==> src/rtl/bcd_up_down_counter.sv <==
// -----------------------------------------------------------------------------
// bcd_up_down_counter
//
// Two-digit packed-BCD up/down counter over 00..MAX_VAL with a parallel load.
// It is driven by board push-buttons and feeds the BCD-to-binary converter,
// so the count is always a legal code (units 0..9, tens 0..9, value <= MAX_VAL).
//
// Parameters
//   MAX_VAL      highest count in decimal, 1..99 (19 keeps the downstream
//                5-bit range honoured)
//   SYNC_STAGES  depth of the input synchronizer chains, >= 2
//
// Ports
//   CLOCK_50  in   system clock, rising edge
//   RST       in   synchronous reset, active-high
//   KEY_UP    in   asynchronous increment button, active-high
//   KEY_DN    in   asynchronous decrement button, active-high
//   LOAD      in   asynchronous load request, active-high level
//   LOAD_VAL  in   packed BCD load value [7:4] tens, [3:0] units; sampled
//                  directly on the cycle the synchronized LOAD edge is acted on
//   BCD       out  current count, packed BCD
//   WRAP      out  one-cycle pulse on wrap-around in either direction
//   LOAD_ERR  out  one-cycle pulse when a load value is rejected
// -----------------------------------------------------------------------------
module bcd_up_down_counter #(
   parameter int MAX_VAL     = 19,
   parameter int SYNC_STAGES = 2
) (
   input  logic       CLOCK_50,
   input  logic       RST,
   input  logic       KEY_UP,
   input  logic       KEY_DN,
   input  logic       LOAD,
   input  logic [7:0] LOAD_VAL,
   output logic [7:0] BCD,
   output logic       WRAP,
   output logic       LOAD_ERR
);

   localparam logic [7:0] MAX_BIN = 8'(MAX_VAL);
   localparam logic [7:0] MAX_BCD = {4'(MAX_VAL / 10), 4'(MAX_VAL % 10)};

   // Synchronizer chains; bit 0 is the metastability-exposed stage.
   logic [SYNC_STAGES-1:0] up_sync;
   logic [SYNC_STAGES-1:0] dn_sync;
   logic [SYNC_STAGES-1:0] ld_sync;

   // Previous-cycle value of each chain's last stage, for rising-edge detect.
   logic up_prev;
   logic dn_prev;
   logic ld_prev;

   logic up_evt;
   logic dn_evt;
   logic ld_evt;

   // Digit-wise BCD increment; the caller handles the MAX_VAL wrap, so
   // units 9 always carries into a tens digit that stays legal.
   function automatic logic [7:0] bcd_inc(input logic [7:0] v);
      if (v[3:0] == 4'd9)
         return {v[7:4] + 4'd1, 4'd0};
      else
         return {v[7:4], v[3:0] + 4'd1};
   endfunction

   // Digit-wise BCD decrement; the caller handles 00 -> MAX_VAL.
   function automatic logic [7:0] bcd_dec(input logic [7:0] v);
      if (v[3:0] == 4'd0)
         return {v[7:4] - 4'd1, 4'd9};
      else
         return {v[7:4], v[3:0] - 4'd1};
   endfunction

   // A load is accepted only if both digits are decimal and the value fits.
   // Worst case 15*10+15 = 165 still fits in 8 bits.
   function automatic logic load_legal(input logic [7:0] v);
      logic [7:0] bin;
      bin = 8'(v[7:4]) * 8'd10 + 8'(v[3:0]);
      return (v[3:0] <= 4'd9) && (v[7:4] <= 4'd9) && (bin <= MAX_BIN);
   endfunction

   // ---- stage boundary: synchronized inputs -> single-cycle events ----
   assign up_evt = up_sync[SYNC_STAGES-1] & ~up_prev;
   assign dn_evt = dn_sync[SYNC_STAGES-1] & ~dn_prev;
   assign ld_evt = ld_sync[SYNC_STAGES-1] & ~ld_prev;

   // ---- stage boundary: events -> registered count and pulses ----
   always_ff @(posedge CLOCK_50) begin
      if (RST) begin
         up_sync  <= '0;
         dn_sync  <= '0;
         ld_sync  <= '0;
         up_prev  <= 1'b0;
         dn_prev  <= 1'b0;
         ld_prev  <= 1'b0;
         BCD      <= 8'h00;
         WRAP     <= 1'b0;
         LOAD_ERR <= 1'b0;
      end else begin
         up_sync  <= {up_sync[SYNC_STAGES-2:0], KEY_UP};
         dn_sync  <= {dn_sync[SYNC_STAGES-2:0], KEY_DN};
         ld_sync  <= {ld_sync[SYNC_STAGES-2:0], LOAD};
         up_prev  <= up_sync[SYNC_STAGES-1];
         dn_prev  <= dn_sync[SYNC_STAGES-1];
         ld_prev  <= ld_sync[SYNC_STAGES-1];
         WRAP     <= 1'b0;
         LOAD_ERR <= 1'b0;

         // Load beats the keys; simultaneous up and down cancel out.
         if (ld_evt) begin
            if (load_legal(LOAD_VAL))
               BCD <= LOAD_VAL;
            else
               LOAD_ERR <= 1'b1;
         end else if (up_evt && dn_evt) begin
            BCD <= BCD;
         end else if (up_evt) begin
            if (BCD == MAX_BCD) begin
               BCD  <= 8'h00;
               WRAP <= 1'b1;
            end else begin
               BCD <= bcd_inc(BCD);
            end
         end else if (dn_evt) begin
            if (BCD == 8'h00) begin
               BCD  <= MAX_BCD;
               WRAP <= 1'b1;
            end else begin
               BCD <= bcd_dec(BCD);
            end
         end
      end
   end

endmodule
==> config.mk <==
export PLATFORM = sky130hd
export DESIGN_NAME = bcd_up_down_counter
export DESIGN_NICKNAME = d
export VERILOG_FILES = /design/src/rtl/bcd_up_down_counter.sv
export SDC_FILE = /design/constraint.sdc
export NUM_CORES = 1
export LEC_CHECK = 0
export BUFFER_PORTS_ARGS = -buffer_cell sky130_fd_sc_hd__buf_2
export CAP_MARGIN = 20
export CORE_MARGIN = 2
export CORE_UTILIZATION = 35
export CTS_CLUSTER_DIAMETER = 80
export DETAILED_ROUTE_END_ITERATION = 8
export SYNTH_ARGS = -nofsm -noshare
export SYNTH_HDL_FRONTEND = slang
export SYNTH_SLANG_ARGS = --single-unit
==> constraint.sdc <==
create_clock -name CLOCK_50 -period 3.2 [get_ports CLOCK_50]
set_input_delay 0.64 -clock CLOCK_50 [delete_from_list [all_inputs] [get_ports CLOCK_50]]
set_output_delay 0.64 -clock CLOCK_50 [all_outputs]
set_load 0.02 [all_outputs]
# Word-level counts from Yosys, hierarchy flattened
# Index checks and enable logic that the tools add are counted.
dict set report totals {
  latchBits 0
  romBits 0
  elab_cells 56
  in_bits 13
  ram_bits 0
  ff_bits 19
  output_inout_bits 10
  mem_count 0
}
dict set report op_classes {
  eq_ne 5
  addsub 5
  mux 14
  n_bitwise 7
  n_reduce_logical 11
  div_mod_pow 0
  shifts 0
  mul 1
  magnitude_cmp 3
}
# operator n
set ops {}
lappend ops {{8-bit 2-to-1 mux} 9}
lappend ops {{4-bit by 1-bit adder with 4-bit output (second input constant)} 2}
lappend ops {{8-bit by 4-bit adder with 8-bit output} 1}
lappend ops {{8-bit by 5-bit == test with 1-bit output (second input constant)} 1}
lappend ops {{4-bit less-or-equal comparator (second input constant)} 2}
lappend ops {{8-bit by 5-bit less-or-equal comparator with 1-bit output (second input constant)} 1}
lappend ops {{8-bit zero test} 1}
lappend ops {{4-bit by 1-bit subtractor with 4-bit output (second input constant)} 2}
lappend ops {{4-bit by 3-bit multiplier with 7-bit output (second input constant)} 1}
lappend ops {{1-bit 2-to-1 mux} 5}
lappend ops {{5-bit AND reduction} 1}
lappend ops {{4-bit == test (second input constant)} 1}
lappend ops {{4-bit zero test} 1}
lappend ops {{4-bit by 1-bit != test with 1-bit output (second input constant)} 1}
lappend ops {{1-bit NOT} 4}
lappend ops {{4-bit nonzero test} 1}
lappend ops {{1-bit bitwise AND} 3}
lappend ops {{1-bit logical AND} 3}
lappend ops {{3-bit AND reduction} 1}
lappend ops {{3-bit nonzero test} 1}
lappend ops {{3-bit OR reduction} 1}
lappend ops {{2-bit by 1-bit != test with 1-bit output (second input constant)} 1}
lappend ops {{2-bit != test (second input constant)} 1}
lappend ops {{2-bit OR reduction} 1}

# Depth between registers and ports, before layout
# Gate-level depths: netlist of run 1.
dict set report depth {
  word_depth 7
  depth_mapped 11
  ltp_nobuf 10
}

# Worst setup path after synthesis of run 1
# No wires, ideal clock.
dict set report synth_path {
  kind {input port to flip-flop}
  from {input LOAD_VAL[5]}
  to {register BCD[3]}
  setup_time_ps 117
  required_time_ps 3083
  path_slack_ps 242
  path_buffers 1
  stages 11
  arrival_ps 2841
  cell_sequence {ha_1 ha_1 inv_1 fa_1 a211oi_1 o21ai_0 nor3b_1 nand4_1 buf_6 o21a_1 o22a_1}
}
dict set report synth_via {
  elab_chain_len 6
}
# element line_no
set synth_rtl {}
lappend synth_rtl {{from (decl)} 34} ;# input logic [7:0] LOAD_VAL,
lappend synth_rtl {{4-bit by 3-bit multiplier with 7-bit output} 78} ;# bin = 8'(v[7:4]) * 8'd10 + 8'(v[3:0]);
lappend synth_rtl {{8-bit by 4-bit adder with 8-bit output} 78}
lappend synth_rtl {{8-bit by 5-bit less-or-equal comparator with 1-bit output} 79} ;# return (v[3:0] <= 4'd9) && (v[7:4] <= 4'd9) && (bin <= MAX_BIN);
lappend synth_rtl {{1-bit logical AND *} 79}
lappend synth_rtl {{2-bit by 1-bit != test with 1-bit output (no line) *} -}
lappend synth_rtl {{3-bit AND reduction (no line) *} -}
lappend synth_rtl {{to (signal assigned)} 122} ;# BCD <= bcd_inc(BCD);
lappend synth_rtl {{to (signal assigned)} 129} ;# BCD <= bcd_dec(BCD);
lappend synth_rtl {{to (decl)} 35} ;# output logic [7:0] BCD,
# Mark *: on every way between the ends. The rest lies on a longest branch, timed or not.
# A chain may end at the register's enable or synchronous reset.

# Final worst setup path of run 1
dict set report layout_path {
  from {input LOAD_VAL[5]}
  to {register BCD[1]}
}
# Same word-level chain as after synthesis.

==> results.py, run 1 <==
metrics = {
    "sta": {
        "fin_crit_sh": 0.916,
        "max_freq_ghz": 0.341,
        "slew_viol_final": 0,
        "slew_headroom": 0.558,
        "clock_skew_ns": 0.00368,
        "whs_ns": 0.439,
        "finalSetupViolCount": 0,
        "fin_crit_ns": 2.93,
        "tightest_slew_ns": 0.662,
        "fin_ws_ns": 0.270,
        "hold_viol_final": 0,
        "rsz0062_at_grt": "false",
    },
    "floorplanning": {
        "pin_count": 23,
        "core_area_um2": 4030,
        "dieArea_um2": 4720,
        "start_util": 0.364,
        "die_width_um": 68.7,
        "die_y_um": 68.7,
        "row_count": 23,
    },
    "yosys": {
        "synth_area_leader_cell": "dfxtp_1",
        "synth_cell_types": 60,
        "ys_warn_count": 0,
        "synthTopCellsByArea": "dfxtp_1, ha_1, nor2b_1",
        "syn_nets": 199,
        "ys.flop_type": "dfxtp_1",
        "synth_top_area_frac": 0.259,
        "ys_seq_area_frac": 0.259,
        "avgSynthCellArea_um2": 8.43,
        "postSynthCellCount": 174,
        "yosys_register_bits": 19,
        "syn_area_um2": 1470,
        "synthArstFlopShare": 0,
        "synth-edff-count": 0,
    },
    "placement": {
        "place_congestion": 0.864,
        "io_buffer_count": 22,
        "pre_cts_ws_ns": -0.00306,
        "dpl-instance-area_um2": 1640,
        "dp_hpwl_um": 2360,
    },
    "clocking": {
        "cts-root-buf": "clkbuf_8",
        "cts_tree": "done",
        "post-cts-setup-buffers": 0,
        "clock-sinks": 19,
        "cts_resized": 0,
        "numCtsBuffers": 3,
        "cts_max_level": 1,
        "clk_pin_slew_ns": 0.08,
        "clock_latency_ns": 0.26,
        "ctsHoldBuffers": 0,
        "cts_buffer_depth": 2,
    },
    "global_route": {
        "grt_pass1_vias": 1101,
        "grt_pass1_wl_um": 4930,
        "antenna_found_initial": 0,
        "grt.total_usage": 0.137,
        "grt_max_degree": 22,
        "grt.overflow.total": 0,
    },
    "detailed_routing": {
        "antenna_left": 0,
        "drtIter0Drc": 38,
        "num_vias": 1323,
        "wire_per_inst_um": 12.4,
        "dr.pass1.iters": 4,
        "drc": 0,
        "vias_per_cell": 5.33,
        "wl_um": 3080,
    },
    "hold_path": {
        "worstHoldPathType": "reg -> reg",
    },
    "power": {
        "powerDensity_nw_per_um2": 382,
        "leakage_nw": 0.700,
        "vdd_drop_max_mv": 0.408,
    },
    "finish": {
        "n_antenna_cell": 0,
        "final_area_um2": 1680,
        "fin_nets": 224,
        "syn2layout_area_growth_pct": 14.8,
        "drive_gt1_frac": 0.227,
    },
    "outcome": {
        "outcome": "finished clean",
    },
    "critical_path": {
        "crit_required_ns": 3.40,
        "critPathArrivalTime_ns": 3.13,
        "path_class": "in -> reg",
        "endpoint_kind": "flop",
        "critPathLaunchType": "input pin",
        "path_max_fanout": 8,
    },
    "run": {
        "cap_violations": 0,
    },
}
-- area by class of cell --
type	instances	area [um^2]
Fill cell	433	2340
Multi-Input combinational cell	136	996
Sequential cell	19	380
Timing Repair Buffer	28	155
Tap cell	50	62.6
Clock buffer	3	41.3
Inverter	11	41.3
Clock inverter	1	7.51
-- cell usage after synthesis (3+ instances only) --
| cell type | instances |
|---|---|
| inv_1 | 11 |
| a31oi_1 | 3 |
| nor2_1 | 9 |
| ha_1 | 10 |
| nand2_1 | 10 |
| a211oi_1 | 6 |
| nor2b_1 | 14 |
| nand3_1 | 9 |
| buf_2 | 3 |
| nor3_1 | 3 |
| a21oi_1 | 7 |
| dfxtp_1 | 19 |
| nand2b_1 | 3 |
| o21ai_0 | 5 |
-- per-layer routing --
metal / part of all wire / wire length [um] / global-route usage
met1: 0.49 / 1500 / 0.183
met2: 0.46 / 1420 / 0.227
met3: 0.047 / 144 / 0.0308
met4: 0.0065 / 20 / 0.0221
met5: 0 / 0 / 0
-- state kept, by name, indices dropped and copies added, names as in the netlist --
name	flops
BCD	8
LOAD_ERR	1
WRAP	1
dn_prev	1
dn_sync	2
ld_prev	1
ld_sync	2
up_prev	1
up_sync	2
-- power breakdown --
group	leakage (nW)	switching [W]	internal (W)
Clock	0.0217	0.0000863	0.0000878
Sequential	0.155	0.0000160	0.000249
Combinational	0.523	0.000108	0.0000960
-- cells in the final DEF (no fill, tap or decap), types with 3 or more instances in the layout --
| cell | count |
|---|---|
| buf_2 | 22 |
| dfxtp_1 | 19 |
| nor2b_1 | 14 |
| inv_1 | 11 |
| nand2_1 | 10 |
| ha_1 | 10 |
| nor2_1 | 9 |
| nand3_1 | 9 |
| a21oi_1 | 7 |
| a211oi_1 | 6 |
| buf_4 | 6 |
| o21ai_0 | 5 |
| nand2b_1 | 3 |
| nor3_1 | 3 |
| a31oi_1 | 3 |
| clkbuf_8 | 3 |
-- final timing paths --
path / from / to / slack [ns] / cells after the start
worst min-delay path: dn_sync[0] / dn_sync[1] / 0.44 / 1
worst min register to register: dn_sync[0] / dn_sync[1] / 0.44 / 1
worst max register to register: dn_sync[1] / BCD[4] / 1.23 / 6
worst max-delay path: LOAD_VAL[5] / BCD[1] / 0.27 / 12
-- critical path, cell delays in order --
cell and delay [ns]:
buf_2 0.11, ha_1 0.28, ha_1 0.23, inv_1 0.07
fa_1 0.42, a211oi_1 0.24, o21ai_0 0.10, nor3b_1 0.25
nand4_1 0.13, buf_4 0.18, a221o_1 0.34, a21oi_1 0.13
-- per-stage QoR --
step | TNS (ns) | std cells | util | total power [W]
2_1_floorplan | 0 | 174 | - | 0.000426
3_3_place_gp | 0 | 244 | 0.406 | 0.000477
3_5_place_dp | -0.00306 | 244 | 0.406 | 0.000476
4_1_cts | 0 | 248 | 0.418 | 0.000655
5_1_grt | 0 | 248 | 0.418 | 0.000684
6_report | 0 | 248 | 0.418 | 0.000643
-- kinds of logic after synthesis --
family,synth area share
simple gates,0.275
mux,0.0137
xor+xnor,0.0230
compound gates,0.255
flops,0.259
fa+ha+maj,0.113
buf+inv,0.0614
Note: power is estimated with default switching activity, not from simulation.
==> inputs of run 2 (changes only) <==
Settings changed: ABC_AREA from default to 1.
==> run 2 against run 1 <==
Final cell count grew 19%. Sequential power rose by 4%. Setup slack better by 0.47 ns. Count of clock-buffer cells in the layout unchanged. Global-route usage increased by 0.091 points. Design area about the same. Combinational power up 27%. Sequential share of layout area barely moved. Utilization about the same. Flip-flop and latch count is the same. Die area up 0.87%.
==> results.py, run 2 <==
metrics = {
    "power": {
        "powerDensity_nw_per_um2": 415,
        "leakage_nw": 0.838,
        "vdd_drop_max_mv": 0.241,
    },
    "placement": {
        "io_buffer_count": 22,
        "dp_hpwl_um": 2510,
        "place_congestion": 0.865,
        "dp.cells": 290,
        "pre_cts_ws_ns": 0.459,
        "dpl-instance-area_um2": 1640,
    },
    "clocking": {
        "cts-root-buf": "clkbuf_8",
        "clock-sinks": 19,
        "cts_tree": "done",
        "cts_max_level": 1,
        "clk_pin_slew_ns": 0.07,
        "clock_latency_ns": 0.25,
        "post-cts-setup-buffers": 0,
        "numCtsBuffers": 3,
        "ctsHoldBuffers": 0,
        "cts_resized": 0,
        "cts_buffer_depth": 2,
    },
    "critical_path": {
        "crit_path_cell_trace": "buf_2 > ha_1 > ha_1 > inv_1 > fa_1 > nand2_1 > nand2_2 > nor2_1 > nor2_1 > a21oi_2 > nand3_2 > nand2_4 > nand2_4 > o21ai_1 > nor2_1",
        "cp_num_buf_inv": 2,
        "critPathSlowestCell": "fa_1",
        "endpoint_kind": "flop",
        "crit_required_ns": 3.35,
        "critPathLaunchType": "input pin",
        "critPathArrivalTime_ns": 2.61,
        "cp_common_cell": "nor2_1",
        "critical-path-top-delay-family": "adder cells",
        "path_max_fanout": 6,
        "path_class": "in -> reg",
        "slowest_delay_ns": 0.41,
    },
    "floorplanning": {
        "dieArea_um2": 4770,
        "start_util": 0.367,
        "pin_count": 23,
        "core_area_um2": 4030,
        "die_y_um": 69.0,
        "row_count": 23,
        "die_width_um": 69.0,
    },
    "detailed_routing": {
        "wire_per_inst_um": 10.5,
        "num_vias": 1356,
        "antenna_left": 0,
        "drtIter0Drc": 46,
        "drc": 0,
        "vias_per_cell": 4.61,
        "dr.pass1.iters": 4,
        "wl_um": 3080,
    },
    "yosys": {
        "synth_cell_types": 32,
        "synth.cells.most_frequent": "nand2_1, nor2_1, inv_1",
        "ys_seq_area_frac": 0.257,
        "synthTopCellsByArea": "dfxtp_1, nand2_1, nor2_1",
        "syn_area_um2": 1480,
        "syn_nets": 246,
        "synth-edff-count": 0,
        "synth_top_area_frac": 0.257,
        "yosysMostFrequentCell": "nand2_1",
        "yosys_register_bits": 19,
        "synth_area_leader_cell": "dfxtp_1",
        "avgSynthCellArea_um2": 6.70,
        "synthArstFlopShare": 0,
        "ys_warn_count": 0,
        "postSynthCellCount": 221,
        "ys.flop_type": "dfxtp_1",
    },
    "finish": {
        "final_area_um2": 1680,
        "syn2layout_area_growth_pct": 13.7,
        "fin_nets": 270,
        "layout_common_cells": "nand2_1, nor2_1, inv_1, buf_2, dfxtp_1",
        "largest_reg_flops": 8,
        "top_register": "BCD",
        "drive_gt1_frac": 0.209,
        "fin_util": 0.418,
        "fin_cells": 294,
        "n_antenna_cell": 0,
        "mostFrequentLayoutCell": "nand2_1",
    },
    "sta": {
        "finalSetupViolCount": 0,
        "slew_viol_final": 0,
        "max_freq_ghz": 0.407,
        "fin_crit_ns": 2.46,
        "hold_viol_final": 0,
        "fin_crit_sh": 0.767,
        "tightest_slew_ns": 0.479,
        "clock_skew_ns": 0.00117,
        "tns_ns": 0,
        "slew_headroom": 0.677,
        "rsz0062_at_grt": "false",
        "fin_ws_ns": 0.744,
    },
    "hold_path": {
        "worstHoldPathType": "reg -> reg",
    },
    "global_route": {
        "grt.overflow.total": 0,
        "grt_max_degree": 12,
        "grt.total_usage": 0.137,
        "grt_pass1_vias": 1189,
        "grt_pass1_wl_um": 5440,
        "antenna_found_initial": 0,
    },
    "outcome": {
        "outcome": "finished clean",
    },
    "run": {
        "cap_violations": 0,
    },
}
==> run 2: path summary, 6_finish.rpt <==
path	startpoint	endpoint	slack (ns)	cells after the start
setup / recovery	LOAD_VAL[7]	BCD[1]	0.74	15
hold / removal	dn_sync[0]	dn_sync[1]	0.40	2
setup reg to reg	BCD[0]	BCD[4]	1.61	8
hold reg to reg	dn_sync[0]	dn_sync[1]	0.40	2
==> run 2: final cells by class <==
class                      count  area (um^2)
fill                         455         2350
multi-input combinational    159          931
sequential                    19          380
inverter                      40          153
timing repair buffer          22          110
tap                           50         62.6
clock buffer                   3         41.3
clock inverter                 1         5.00
==> run 2: worst reg2reg max path, cell delays in order (launching register included) <==
cell and delay (ns):
dfxtp_1 0.50, inv_1 0.09, nor3_2 0.23, inv_1 0.13, a22oi_2 0.25, nand3_4 0.13
nand2_1 0.07, nand2_1 0.04, nor2_1 0.08
==> run 2: metal layers <==
layer	vias up	GRT usage	routed length, um
li1	741	-	-
met1	588	0.195	1570
met2	25	0.213	1360
met3	2	0.0336	135
met4	0	0.0261	13
met5	-	0	0
==> run 2: cell families after synthesis <==
family	after synthesis	synth area share
and+or+nand+nor	116	0.377
DFF	19	0.257
buffers and inverters	43	0.114
xor gates and xnor gates	6	0.0355
adders and majority gates	12	0.112
AOI/OAI and AO/OA	25	0.105
==> run 2: power breakdown <==
part / switching, W / leakage [nW] / internal [W] / total (W)
registers: 0.0000223 / 0.156 / 0.000253 / 0.000275
logic: 0.000161 / 0.657 / 0.0000988 / 0.000260
clock network: 0.0000771 / 0.0255 / 0.0000864 / 0.000164
total: 0.000260 / 0.838 / 0.000438 / 0.000698
==> run 2: through the flow <==
step	hold slack [ns]	total power, W
after floorplan	0.388	0.000480
after global placement	0.389	0.000540
after detailed placement	0.392	0.000540
after CTS	0.403	0.000707
after global routing	0.424	0.000758
final	0.400	0.000698
==> inputs of run 3 (changes only) <==
Clock period 3.2 ns to 2 ns, I/O delays scaled along.
==> run 3 against run 2 <==
Largest power group is now combinational cells. Highest routed layer unchanged. First-iteration DRC count up 35%. Critical path type unchanged. Count of clock-buffer cells in the layout up 1. The flow now finishes with violations (setup timing). Global-route usage about the same.
==> results.py, run 3 (synthesis gave the netlist of run 2 again) <==
metrics = {
    "sta": {
        "clock_skew_ns": 0.00261,
        "max_freq_ghz": 0.482,
        "slew_headroom": 0.685,
        "fin_crit_sh": 1.04,
        "slew_viol_final": 0,
        "tightest_slew_ns": 0.468,
        "fin_crit_ns": 2.07,
        "finalSetupViolCount": 7,
        "fin_ws_ns": -0.0740,
        "rsz0062_at_grt": "true",
        "hold_viol_final": 0,
    },
    "floorplanning": {
        "core_area_um2": 4030,
        "pin_count": 23,
        "die_y_um": 69.0,
        "row_count": 23,
        "start_util": 0.367,
        "die_width_um": 69.0,
        "dieArea_um2": 4770,
    },
    "detailed_routing": {
        "antenna_left": 0,
        "drc": 0,
        "dr.pass1.iters": 4,
        "num_vias": 1399,
        "wl_um": 3070,
        "wire_per_inst_um": 10.0,
        "drtIter0Drc": 62,
        "vias_per_cell": 4.56,
    },
    "critical_path": {
        "rrSetupSlack_ns": 0.34,
        "path_max_fanout": 6,
        "crit_path_cell_trace": "buf_8 > ha_4 > ha_4 > inv_2 > fa_2 > nand2_1 > nand2_1 > nand3_2 > nand2_2 > a21oi_2 > nand3_2 > nand2_4 > nand3_4 > nand2_2 > nand2_2 > nor2_2",
        "crit_required_ns": 2.19,
        "slowest_delay_ns": 0.35,
        "critPathLaunchType": "input pin",
        "cp_common_cell": "nand2_2",
        "path_class": "in -> reg",
        "endpoint_kind": "flop",
        "critPathArrivalTime_ns": 2.27,
        "critPathSlowestCell": "fa_2",
    },
    "finish": {
        "largest_reg_flops": 8,
        "top_register": "BCD",
        "fin_nets": 283,
        "syn2layout_area_growth_pct": 25.6,
        "fin_util": 0.461,
        "mostFrequentLayoutCell": "nand2_1",
        "n_antenna_cell": 0,
        "final_area_um2": 1860,
        "multiInputGateArea_um2": 992,
        "nFillCells": 428,
        "drive_gt1_frac": 0.307,
        "regArea_um2": 380,
        "layout_common_cells": "nand2_1, nor2_1, inv_1, buf_2, dfxtp_1",
    },
    "clocking": {
        "clk_pin_slew_ns": 0.06,
        "cts_tree": "done",
        "ctsHoldBuffers": 0,
        "cts-root-buf": "clkbuf_8",
        "numCtsBuffers": 3,
        "clock_latency_ns": 0.25,
        "cts_buffer_depth": 2,
        "clock-sinks": 19,
        "cts_max_level": 1,
    },
    "global_route": {
        "grt-busiest-layer": "met2",
        "grt.overflow.total": 0,
        "grt_max_degree": 12,
        "grt_use_met3": 0.0322,
        "grt.total_usage": 0.137,
        "use_met2": 0.217,
        "grt_pass1_vias": 1250,
        "use_met1": 0.176,
        "grt_pass1_wl_um": 5380,
        "antenna_found_initial": 0,
    },
    "power": {
        "vdd_drop_max_mv": 0.303,
        "leakage_nw": 0.905,
        "powerDensity_nw_per_um2": 625,
    },
    "placement": {
        "pre_cts_ws_ns": -0.349,
        "dp_hpwl_um": 2550,
        "place_congestion": 0.833,
        "dpl-instance-area_um2": 1750,
        "io_buffer_count": 22,
    },
    "hold_path": {
        "worstHoldPathType": "in -> reg",
    },
    "outcome": {
        "violations": "setup timing",
        "outcome": "finished with violations",
    },
    "run": {
        "cap_violations": 0,
    },
}
==> run 3: critical path, delay by kind of cell <==
kind / cells / cell delay [ns]
fa+ha+maj: 3 / 0.74
simple gates: 10 / 0.83
compound gates: 1 / 0.16
buf+inv: 2 / 0.13
==> run 3: repair_timing <==
item,in CTS,in global routing
buffers inserted,1,1
resized for setup,4,12
gates cloned,0,0
setup endpoints to repair,7,8
pin swaps,4,10
==> run 3: routing by layer <==
metal  part of all wire  vias up
met1               0.49      598
met2               0.44       23
li1                   -      770
met4              0.028        0
met3              0.042        8
met5                  0        -
==> run 3: area by class of cell <==
type | count | area share
Tap cell | 50 | 0.0336
Timing Repair Buffer | 35 | 0.120
Multi-Input combinational cell | 159 | 0.534
Inverter | 40 | 0.0834
Clock buffer | 4 | 0.0242
Sequential cell | 19 | 0.205
==> run 3: power breakdown <==
| part | leakage [nW] | total (W) | switching (W) | internal [W] |
|---|---|---|---|---|
| Combinational | 0.726 | 0.000459 | 0.000270 | 0.000189 |
| Clock | 0.0228 | 0.000263 | 0.000121 | 0.000142 |
| Sequential | 0.156 | 0.000440 | 0.0000346 | 0.000405 |
| Total | 0.905 | 0.00116 | 0.000426 | 0.000736 |
==> run 3: path summary, 6_finish.rpt <==
path | startpoint | endpoint | cells past startpoint
hold / removal | KEY_DN | dn_sync[0] | 3
hold reg to reg | dn_sync[0] | dn_sync[1] | 2
setup / recovery | LOAD_VAL[5] | BCD[4] | 16
setup reg to reg | BCD[0] | BCD[4] | 8
==> run 3: through the flow <==
step | hold WS [ns] | total power, W | std cells | TNS, ns
global placement | 0.389 | 0.000886 | 301 | -2.55
floorplan | 0.388 | 0.000776 | 221 | -0.480
global route | 0.354 | 0.00125 | 307 | -1.15
CTS | 0.338 | 0.00116 | 306 | -0.161
finish | 0.343 | 0.00116 | 307 | -0.203
detailed placement | 0.393 | 0.000886 | 301 | -2.59
